==> config.mk <==
export PLATFORM = sky130hd
export DESIGN_NAME = br_comp
export DESIGN_NICKNAME = d
export VERILOG_FILES = /design/src/rtl/br_comp_pkg.sv /design/src/rtl/br_comp_mag.sv /design/src/rtl/br_comp.sv
export SDC_FILE = /design/constraint.sdc
export NUM_CORES = 1
export LEC_CHECK = 0
export CORE_UTILIZATION = 63
export CTS_CLUSTER_DIAMETER = 150
export DETAILED_ROUTE_END_ITERATION = 8
export DONT_BUFFER_PORTS = 1
export PLACE_DENSITY = 0.79
export SLEW_MARGIN = 0
export SYNTH_ARGS = -nofsm -noshare
export SYNTH_HDL_FRONTEND = slang
export SYNTH_HIERARCHICAL = 1
export SYNTH_SLANG_ARGS = --single-unit
==> constraint.sdc <==
create_clock -name i_clk -period 2.75 [get_ports i_clk]
set_input_delay 0.55 -clock i_clk [delete_from_list [all_inputs] [get_ports i_clk]]
set_output_delay 0.55 -clock i_clk [all_outputs]
set_load 0.005 [all_outputs]
==> src/rtl/br_comp_pkg.sv <==
// Shared constants, the (lt, eq) pair type and the leaf/merge helpers
// used by the branch comparator tree.
package br_comp_pkg;

    localparam int XLEN   = 32;
    localparam int NIBBLE = 4;

    typedef struct packed {
        logic lt;
        logic eq;
    } cmp_t;

    // MSB-first ripple over one leaf: a lower bit only matters while all higher bits match.
    function automatic cmp_t nib_cmp(input logic [NIBBLE-1:0] a, input logic [NIBBLE-1:0] b);
        cmp_t r;
        r.lt = 1'b0;
        r.eq = 1'b1;
        for (int i = NIBBLE - 1; i >= 0; i--) begin
            r.lt = r.lt | (r.eq & ~a[i] & b[i]);
            r.eq = r.eq & ~(a[i] ^ b[i]);
        end
        return r;
    endfunction

    function automatic cmp_t cmp_merge(input cmp_t hi, input cmp_t lo);
        cmp_t r;
        r.lt = hi.lt | (hi.eq & lo.lt);
        r.eq = hi.eq & lo.eq;
        return r;
    endfunction

endpackage

==> src/rtl/br_comp_mag.sv <==
// Unsigned magnitude comparator: 4-bit leaf cells merged pairwise in a
// balanced tree. Operands are zero-extended to a power-of-two leaf count.
module br_comp_mag
    import br_comp_pkg::*;
#(
    parameter int WIDTH = br_comp_pkg::XLEN
) (
    input  logic [WIDTH-1:0] a,
    input  logic [WIDTH-1:0] b,
    output logic             lt,
    output logic             eq
);

    localparam int NLEAF  = (WIDTH + NIBBLE - 1) / NIBBLE;
    localparam int LEVELS = (NLEAF > 1) ? $clog2(NLEAF) : 0;
    localparam int NPAD   = 1 << LEVELS;
    localparam int EXT_W  = NPAD * NIBBLE;

    logic [EXT_W-1:0] a_ext;
    logic [EXT_W-1:0] b_ext;
    cmp_t             leaf_res [NPAD];
    cmp_t             tree     [LEVELS+1][NPAD];

    // Padding leaves compare zero against zero, so they report equal and never less.
    always_comb begin
        a_ext            = '0;
        b_ext            = '0;
        a_ext[WIDTH-1:0] = a;
        b_ext[WIDTH-1:0] = b;
    end

    genvar gi;
    generate
        for (gi = 0; gi < NPAD; gi++) begin : g_leaf
            assign leaf_res[gi] = nib_cmp(a_ext[gi*NIBBLE +: NIBBLE], b_ext[gi*NIBBLE +: NIBBLE]);
        end
    endgenerate

    // Node i of a level covers children 2i (less significant) and 2i+1 (more significant).
    always_comb begin
        for (int l = 0; l <= LEVELS; l++) begin
            for (int i = 0; i < NPAD; i++) begin
                tree[l][i] = '0;
            end
        end
        for (int i = 0; i < NPAD; i++) begin
            tree[0][i] = leaf_res[i];
        end
        for (int l = 1; l <= LEVELS; l++) begin
            for (int i = 0; i < (NPAD >> l); i++) begin
                tree[l][i] = cmp_merge(tree[l-1][2*i+1], tree[l-1][2*i]);
            end
        end
    end

    assign lt = tree[LEVELS][0].lt;
    assign eq = tree[LEVELS][0].eq;

endmodule

==> src/rtl/br_comp.sv <==
// RV32I branch comparator: combinational less/equal flags plus a registered
// trace copy. Define BR_COMP_STATS_EN to add equal/less/compare cycle counters.
module br_comp #(
    parameter int XLEN = br_comp_pkg::XLEN
) (
    input  logic            i_clk,
    input  logic            i_reset,
    input  logic [XLEN-1:0] rs1_data,
    input  logic [XLEN-1:0] rs2_data,
    input  logic            br_unsigned,
    output logic            br_less,
    output logic            br_equal,
    output logic            br_less_q,
`ifdef BR_COMP_STATS_EN
    output logic [31:0]     taken_eq_cnt,
    output logic [31:0]     taken_lt_cnt,
    output logic [31:0]     cmp_cnt,
`endif
    output logic            br_equal_q
);

    import br_comp_pkg::*;

    localparam int MSB = XLEN - 1;

    logic mag_lt;
    logic mag_eq;
    logic sign_diff;
    logic less_raw;
    logic br_less_d;
    logic br_equal_d;

    br_comp_mag #(
        .WIDTH (XLEN)
    ) u_mag (
        .a  (rs1_data),
        .b  (rs2_data),
        .lt (mag_lt),
        .eq (mag_eq)
    );

    // With differing signs the negative operand (MSB set) is the smaller one.
    always_comb begin
        sign_diff = rs1_data[MSB] ^ rs2_data[MSB];
        less_raw  = mag_lt;
        if (!br_unsigned && sign_diff) begin
            less_raw = rs1_data[MSB];
        end
        br_equal = mag_eq;
        br_less  = less_raw & ~mag_eq;
    end

    always_comb begin
        br_less_d  = br_less;
        br_equal_d = br_equal;
        if (i_reset) begin
            br_less_d  = 1'b0;
            br_equal_d = 1'b0;
        end
    end

    always_ff @(posedge i_clk) begin
        br_less_q  <= br_less_d;
        br_equal_q <= br_equal_d;
    end

`ifdef BR_COMP_STATS_EN
    logic [31:0] taken_eq_cnt_q;
    logic [31:0] taken_lt_cnt_q;
    logic [31:0] cmp_cnt_q;
    logic [31:0] taken_eq_cnt_d;
    logic [31:0] taken_lt_cnt_d;
    logic [31:0] cmp_cnt_d;

    // Counters wrap naturally at 2^32.
    always_comb begin
        taken_eq_cnt_d = taken_eq_cnt_q + {31'd0, br_equal};
        taken_lt_cnt_d = taken_lt_cnt_q + {31'd0, br_less};
        cmp_cnt_d      = cmp_cnt_q + 32'd1;
        if (i_reset) begin
            taken_eq_cnt_d = '0;
            taken_lt_cnt_d = '0;
            cmp_cnt_d      = '0;
        end
    end

    always_ff @(posedge i_clk) begin
        taken_eq_cnt_q <= taken_eq_cnt_d;
        taken_lt_cnt_q <= taken_lt_cnt_d;
        cmp_cnt_q      <= cmp_cnt_d;
    end

    assign taken_eq_cnt = taken_eq_cnt_q;
    assign taken_lt_cnt = taken_lt_cnt_q;
    assign cmp_cnt      = cmp_cnt_q;
`endif

endmodule

==> impl_results.md, run 1 <==
* Final Critical Period at 2.66 ns
* Placed cells at around 140
* Post-synth top flop: dfxtp_1
* Final design area excluding fillers at 1040 sq um
* DRT Pass-1 Iters at 4
* Yosys top cell area share at approximately an eighth
* DR vias/cell at 5.76
* Worst setup SP type: input pin
* Core area at 1300 sq um
* CP Class: in2out
* Post-synth EDFFs at 0
* Sw Share at 32.1%
* TritonCTS Buffers at 3
* Vias post-DR at 847
* # diodes at 0
* Tot GR Track Use at 21.6%
* GP Congestion at 0.695
* Placed inst area at 963 sq um
* Clock network fraction of total power at 27.2%
* Worst-path fanout max at 2
* Die X-Extent at 39.6 um
* Asr flop ratio synth at 0%
* Cell taking the most area after synthesis: xnor2_1
* Largest net degree at the start of global routing at 4
* Synthesized area per cell at 7.37 sq um
* Initial antenna violation count at 0
* Io pins at 71
* Clock Pin Slew Worst Setup and Hold Paths at 0.03 ns
* Slew @ Worst Pin at 0.358 ns
* Area Growth Syn to Fin at 16.4%
* HP Class: in2reg
* First-pass GRT wire length at 2.39 mm
* Clock tree root buffer cell: clkbuf_4
* Worst setup EP type: primary output
* Fillcell total at just over 100
* Hold path startpoint: i_reset
* Reg power frac at between 10% and 20%
* Fmax at 0.376 GHz
* Die height at about 40 um
* CTS Buffer Depth at 2
* Hold Vio Cnt, Final at 0
* Initial core utilization at 68.6%
* IO buf count at 0
* Synthesized area at 892 sq um
* Peak supply drop at 0.143 mV
* Final Non-Filler Cells at 147
* Max-Cap Viols at 0
* Critical Path Source: rs2_data[9]
* Top-count cell post-synth: inv_1
* Unrepaired setup endpoints after global routing: false
* Leakage at 0.447 nW
* Max-slew violation count at 0
* Fin nets at roughly 210
* Hold WS at just under 0.4 ns
* Most frequent cells after synthesis: inv_1, xnor2_1, xor2_1
* Worst rel slew slack at 75.9%
* Register bit total from synthesis at 2
* CP Capture Point: br_less
* Hold Buf Count CTS at 0
* Seq/Total Area, Yosys at 4.49%
* Syn Nets at 196
* Initial drt markers at 9
* Vias in the first global route at 750
* Layout cell share with drive strength beyond 1 at 20.5%
* Antenna viol nets, final at 0
* Comb pwr share at 59.1%
* Overflow after GRT at 0
* Yosys warnings at 6
* Status: complete, no violations
* Worst Path Required at about 2.2 ns
* Power Internal at approximately 0.16 mW
* Total wire length at approximately 1.8 mm
* DRC viols at 0
* Worst EP arrival at 2.11 ns
* Tcrit/Tclk final at 96.6%
* Routed wire length per instance at 12.2 um
* Sink Count at 2
* Dpl hpwl at 1.62 mm
* CTS tree: done
* Die footprint at around 1600 sq um
* Final core occ at 79.8%
* Power per cell area at 222 nW/um^2
* Psw at about 0.074 mW
* Yosys cell types at 32
* # setup viols final at 0
* Htree depth at 1
* Floorplan row count at 13
* Synth area leaders: xnor2_1, ha_1, xor2_1
* Cell count after synthesis at 121
## through the flow
step / worst slack (ns) / setup TNS (ns) / power, mW
after floorplan: 0.0587 / 0 / 0.133
after global placement: 0.0143 / 0 / 0.153
after detailed placement: -0.0323 / -0.0323 / 0.158
after CTS: 0.00720 / 0 / 0.232
after global routing: 0.0197 / 0 / 0.255
final: 0.0925 / 0 / 0.231
## worst min-delay path by stage
stage | endpoint | cells past startpoint
detailed placement | br_less_q | 1
global route | br_less_q | 1
finish | br_less_q | 1
floorplan | br_less_q | 1
global placement | br_less_q | 1
CTS | br_less_q | 1
## routing by layer
metal  up-vias  track usage (%)  wire length (um)
met4         0             6.03                 0
met2        44             44.3               938
met1       362             20.7               684
met3         0             4.55               175
li1        441                -                 -
met5         -                0                 0
## state kept, by name, indices dropped and copies added (netlist names)
register and count:
br_equal_q 1, br_less_q 1
## power groups by stage
stage	Combinational, mW	Sequential (mW)	Clock (mW)
6_report	0.136	0.0314	0.0629
4_1_cts	0.133	0.0314	0.0675
3_5_place_dp	0.126	0.0318	0
5_1_grt	0.152	0.0318	0.0707
2_1_floorplan	0.101	0.0317	0
3_3_place_gp	0.121	0.0318	0
## cell usage in the layout (no fill, tap or decap)
cell / count
o21ai_1: 2
a21oi_2: 1
nand2b_1: 3
maj3_1: 4
ha_1: 6
nand3b_1: 2
o22ai_1: 1
inv_1: 22
maj3_2: 4
o221ai_1: 2
buf_4: 8
o31ai_1: 1
inv_2: 1
nor3_2: 2
nor2b_1: 9
a21oi_1: 4
nand4_1: 2
clkbuf_4: 3
xnor2_1: 12
a221oi_1: 1
o2bb2ai_1: 1
nor2_1: 3
a221o_1: 1
a21boi_0: 2
a21oi_4: 1
nor4_1: 1
o21bai_2: 1
or4_1: 1
nand3_1: 5
o21ai_0: 1
dfxtp_1: 2
a211oi_2: 3
a31oi_1: 1
nor3_1: 3
ha_4: 2
nand2_1: 2
xor2_1: 11
o221ai_2: 1
## worst max-delay path: stages
cell and delay [ns]:
nor2b_1 0.11, maj3_2 0.30, a211oi_2 0.24, maj3_2 0.23, o221ai_2 0.08, a221o_1 0.33
o21bai_2 0.19, a21oi_2 0.08
## cell families (layout without fill, tap and decap cells)
group           count (synthesis)  after routing  synth area share [%]
compound gates                 24             24                  22.0
fa+ha+maj                      16             16                  20.5
flops                           2              2                  4.49
buf+inv                        23             34                  9.68
simple gates                   33             33                  20.8
xor+xnor                       23             23                  22.6
## cell type report
type	instances	area [sq um]	share of cell area, %
Multi-Input combinational cell	96	811	78.1
Clock buffer	3	22.5	2.17
Tap cell	15	18.8	1.81
Timing Repair Buffer	8	60.1	5.78
Inverter	23	86.3	8.31
Sequential cell	2	40.0	3.86
## timing repair
action / in CTS / in global routing
pin swaps: 6 / 10
setup buffers: 1 / 0
setup endpoints to repair: 1 / 1
resized for setup: 5 / 5
Note: power is estimated with default switching activity, not from simulation.
==> run 2, diff against run 1 <==
Settings changed: ABC_AREA from default to 1, CORE_UTILIZATION 63 to 64, CTS_CLUSTER_DIAMETER 150 to 60, PLACE_DENSITY 0.79 to 0.8.
==> impl_results.md, run 2 <==
* Status: complete, no violations
* Unrepaired setup endpoints after global routing: false
* CP peak stage delay at 0.31 ns (-0.02 ns)
* Sink Count at 2 (unchanged)
* Worst EP arrival at 1.93 ns (-0.18 ns)
* Post-synth top flop: dfxtp_1
* Asr flop ratio synth at 0% (unchanged)
* Metal-1 WL at 744 um (+8.8%)
* Fin nets at 288 (+38%)
* Hold path startpoint: i_reset
* Hold Buf Count CTS at 0 (unchanged)
* Hold depth at 1 (unchanged)
* Synth area leaders: nand2_1, inv_1, ha_1
* Hold Vio Cnt, Final at 0 (unchanged)
* Cell count after synthesis at 208 (+72%)
* Fmax at 0.404 GHz (+7.4%)
* Power per cell area at 214 nW/um^2 (-3.5%)
* # setup viols final at 0 (unchanged)
* Setup Buffers After CTS at 0 (-1)
* Syn Nets at 283 (+44%)
* IO buf count at 0 (unchanged)
* Fin worst setup slack at 0.275 ns (+0.182 ns)
* Floorplan row count at 14 (+1)
* # diodes at 0 (unchanged)
* Peak supply drop at 0.112 mV (-22%)
* Die footprint at 1830 sq um (+17%)
* CP Class: in2out
* Hold WS at 0.371 ns (-0.0225 ns)
* Top delay family on crit path: simple AND/OR/NAND/NOR gates
* Clock tree root buffer cell: clkbuf_4
* Die X-Extent at 42.8 um (+8.1%)
* Register bit total from synthesis at 2 (unchanged)
* HP Class: in2reg
* Seq/Total Area, Yosys at 3.75% (-0.74 points)
* Met2 WL at 1.06 mm (+13%)
* Most common cell after layout, fill and taps aside: nand2_1
* Synthesized area at 1070 sq um (+20%)
* Yosys top cell area share at 21.5% (+9.7 points)
* Worst Path Required at 2.20 ns (about the same)
* Core area at 1520 sq um (+17%)
* Worst-path fanout max at 3 (+1)
* Worst setup SP type: input pin
* Critical path buffer and inverter count at 3 (+3)
* Post-synth EDFFs at 0 (unchanged)
* Dpl hpwl at 1.84 mm (+14%)
* Area Growth Syn to Fin at 3.99%
* GP Congestion at 0.713 (+2.7%)
* Routed wire length per instance at 8.89 um (-27%)
* Max Used Layer: met4
* Post-Route Setup TNS at 0 ns (unchanged)
* Max-Cap Viols at 0 (unchanged)
* Cell taking the most area after synthesis: nand2_1
* Layout cell share with drive strength beyond 1 at 10.4% (-10 points)
* Largest net degree at the start of global routing at 4 (unchanged)
* Antenna viol nets, final at 0 (unchanged)
* Most frequent cells after synthesis: nand2_1, inv_1, nor2_1
* Vias post-DR at 1140 (+35%)
* Vias in the first global route at 1060 (+41%)
* Io pins at 71 (unchanged)
* Top-count cell post-synth: nand2_1
* Htree depth at 1 (unchanged)
* CTS tree: done
* Placed inst area at 1090 sq um (+13%)
* Fillcell total at 151 (+50%)
* DRC viols at 0 (unchanged)
* Initial drt markers at 14 (+5)
* Post-cts sizing count at 0 (-5)
* Worst rel slew slack at 82.9% (+7.0 points)
* Most frequent cells in the layout: nand2_1, inv_1, nor2_1
* Worst setup EP type: primary output
* Yosys warnings at 6 (unchanged)
* Tot GR Track Use at 23.9% (+2.3 points)
* Overflow after GRT at 0 (unchanged)
* Initial antenna violation count at 0 (unchanged)
* First-pass GRT wire length at 3.48 mm (+46%)
* CTS Buffer Depth at 2 (unchanged)
* DR vias/cell at 5.02 (-13%)
* DRT Pass-1 Iters at 4 (unchanged)
* Hold Crit Endpoint: br_less_q
* Final design area excluding fillers at 1110 sq um (+6.9%)
* Die height at 42.8 um (+8.1%)
* Slew @ Worst Pin at 0.254 ns (-0.104 ns)
* Yosys cell types at 27 (-16%)
* Largest registers: br_equal_q x1, br_less_q x1
* Final Critical Period at 2.48 ns (-0.182 ns)
* CP max-delay cell: ha_1
* Initial core utilization at 70.0% (+1.5 points)
* Tcrit/Tclk final at 90.0% (-6.6 points)
* Synthesized area per cell at 5.13 sq um (-30%)
* Leakage at 0.695 nW (+56%)
* Max-slew violation count at 0 (unchanged)
* Pre-CTS setup slack at 0.277 ns (+0.310 ns)
* Routed wl met3 at 172 um (-1.7%)
* Crit path cell chain: inv_1, ha_1, a31o_2, nor3_1, nand2_1, a21oi_1, nand2_1, inv_1, nand2_1, nand2_1, nand2_1, nand2_2, inv_1
* Total wire length at 2.02 mm (+12%)
* TritonCTS Buffers at 3 (unchanged)
* Most numerous cell on the critical path: nand2_1
* Clock Pin Slew Worst Setup and Hold Paths at 0.04 ns (about the same)
-- run 2: cell families after synthesis --
kind of cell | synth area share, %
and+or+nand+nor | 51.5
AOI/OAI and AO/OA | 7.50
buffers and inverters | 19.7
xor gates and xnor gates | 8.21
DFF | 3.75
adders and majority gates | 9.38
-- run 2: layout make-up --
| cell class | count | area, sq um | share of cell area, % |
|---|---|---|---|
| Tap cell | 16 | 20.0 | 1.80 |
| Sequential cell | 2 | 40.0 | 3.61 |
| Multi-Input combinational cell | 150 | 817 | 73.6 |
| Inverter | 56 | 210 | 18.9 |
| Clock buffer | 3 | 22.5 | 2.03 |
-- run 2: how the worst max path moves through the flow --
stage / start / cells past startpoint / endpoint
2_1_floorplan: rs1_data[23] / 16 / br_less
3_3_place_gp: rs1_data[19] / 13 / br_less
3_5_place_dp: rs1_data[23] / 13 / br_less
4_1_cts: rs1_data[23] / 13 / br_less
5_1_grt: rs1_data[15] / 16 / br_less
6_report: rs1_data[31] / 13 / br_less
-- run 2: per-stage QoR --
step / cells / total power, mW / util, %
2_1_floorplan: 208 / 0.150 / -
3_3_place_gp: 224 / 0.161 / 71.3
3_5_place_dp: 224 / 0.168 / 71.3
4_1_cts: 227 / 0.242 / 72.8
5_1_grt: 227 / 0.267 / 72.8
6_report: 227 / 0.238 / 72.8
-- run 2: routing by layer --
metal  global-route usage [%]  up-vias
met5                        0        -
met4                     13.1        0
met3                     3.40        6
met2                     47.3       47
met1                     22.8      465
li1                         -      622
-- run 2: power by group --
group	internal (mW)	total (mW)	switching [mW]	leakage (nW)
clock network	0.0485	0.0702	0.0217	0.0138
logic	0.0593	0.136	0.0771	0.665
registers	0.0307	0.0314	0.000697	0.0164
==> run 3, diff against run 2 <==
Settings changed: ABC_AREA 1 to 0, CORE_UTILIZATION 64 to 63, CTS_CLUSTER_SIZE from default to 10, PLACE_DENSITY 0.8 to 0.79.
==> results of run 3 <==
Final layout, timing and power as in run 1 (identical DEF).
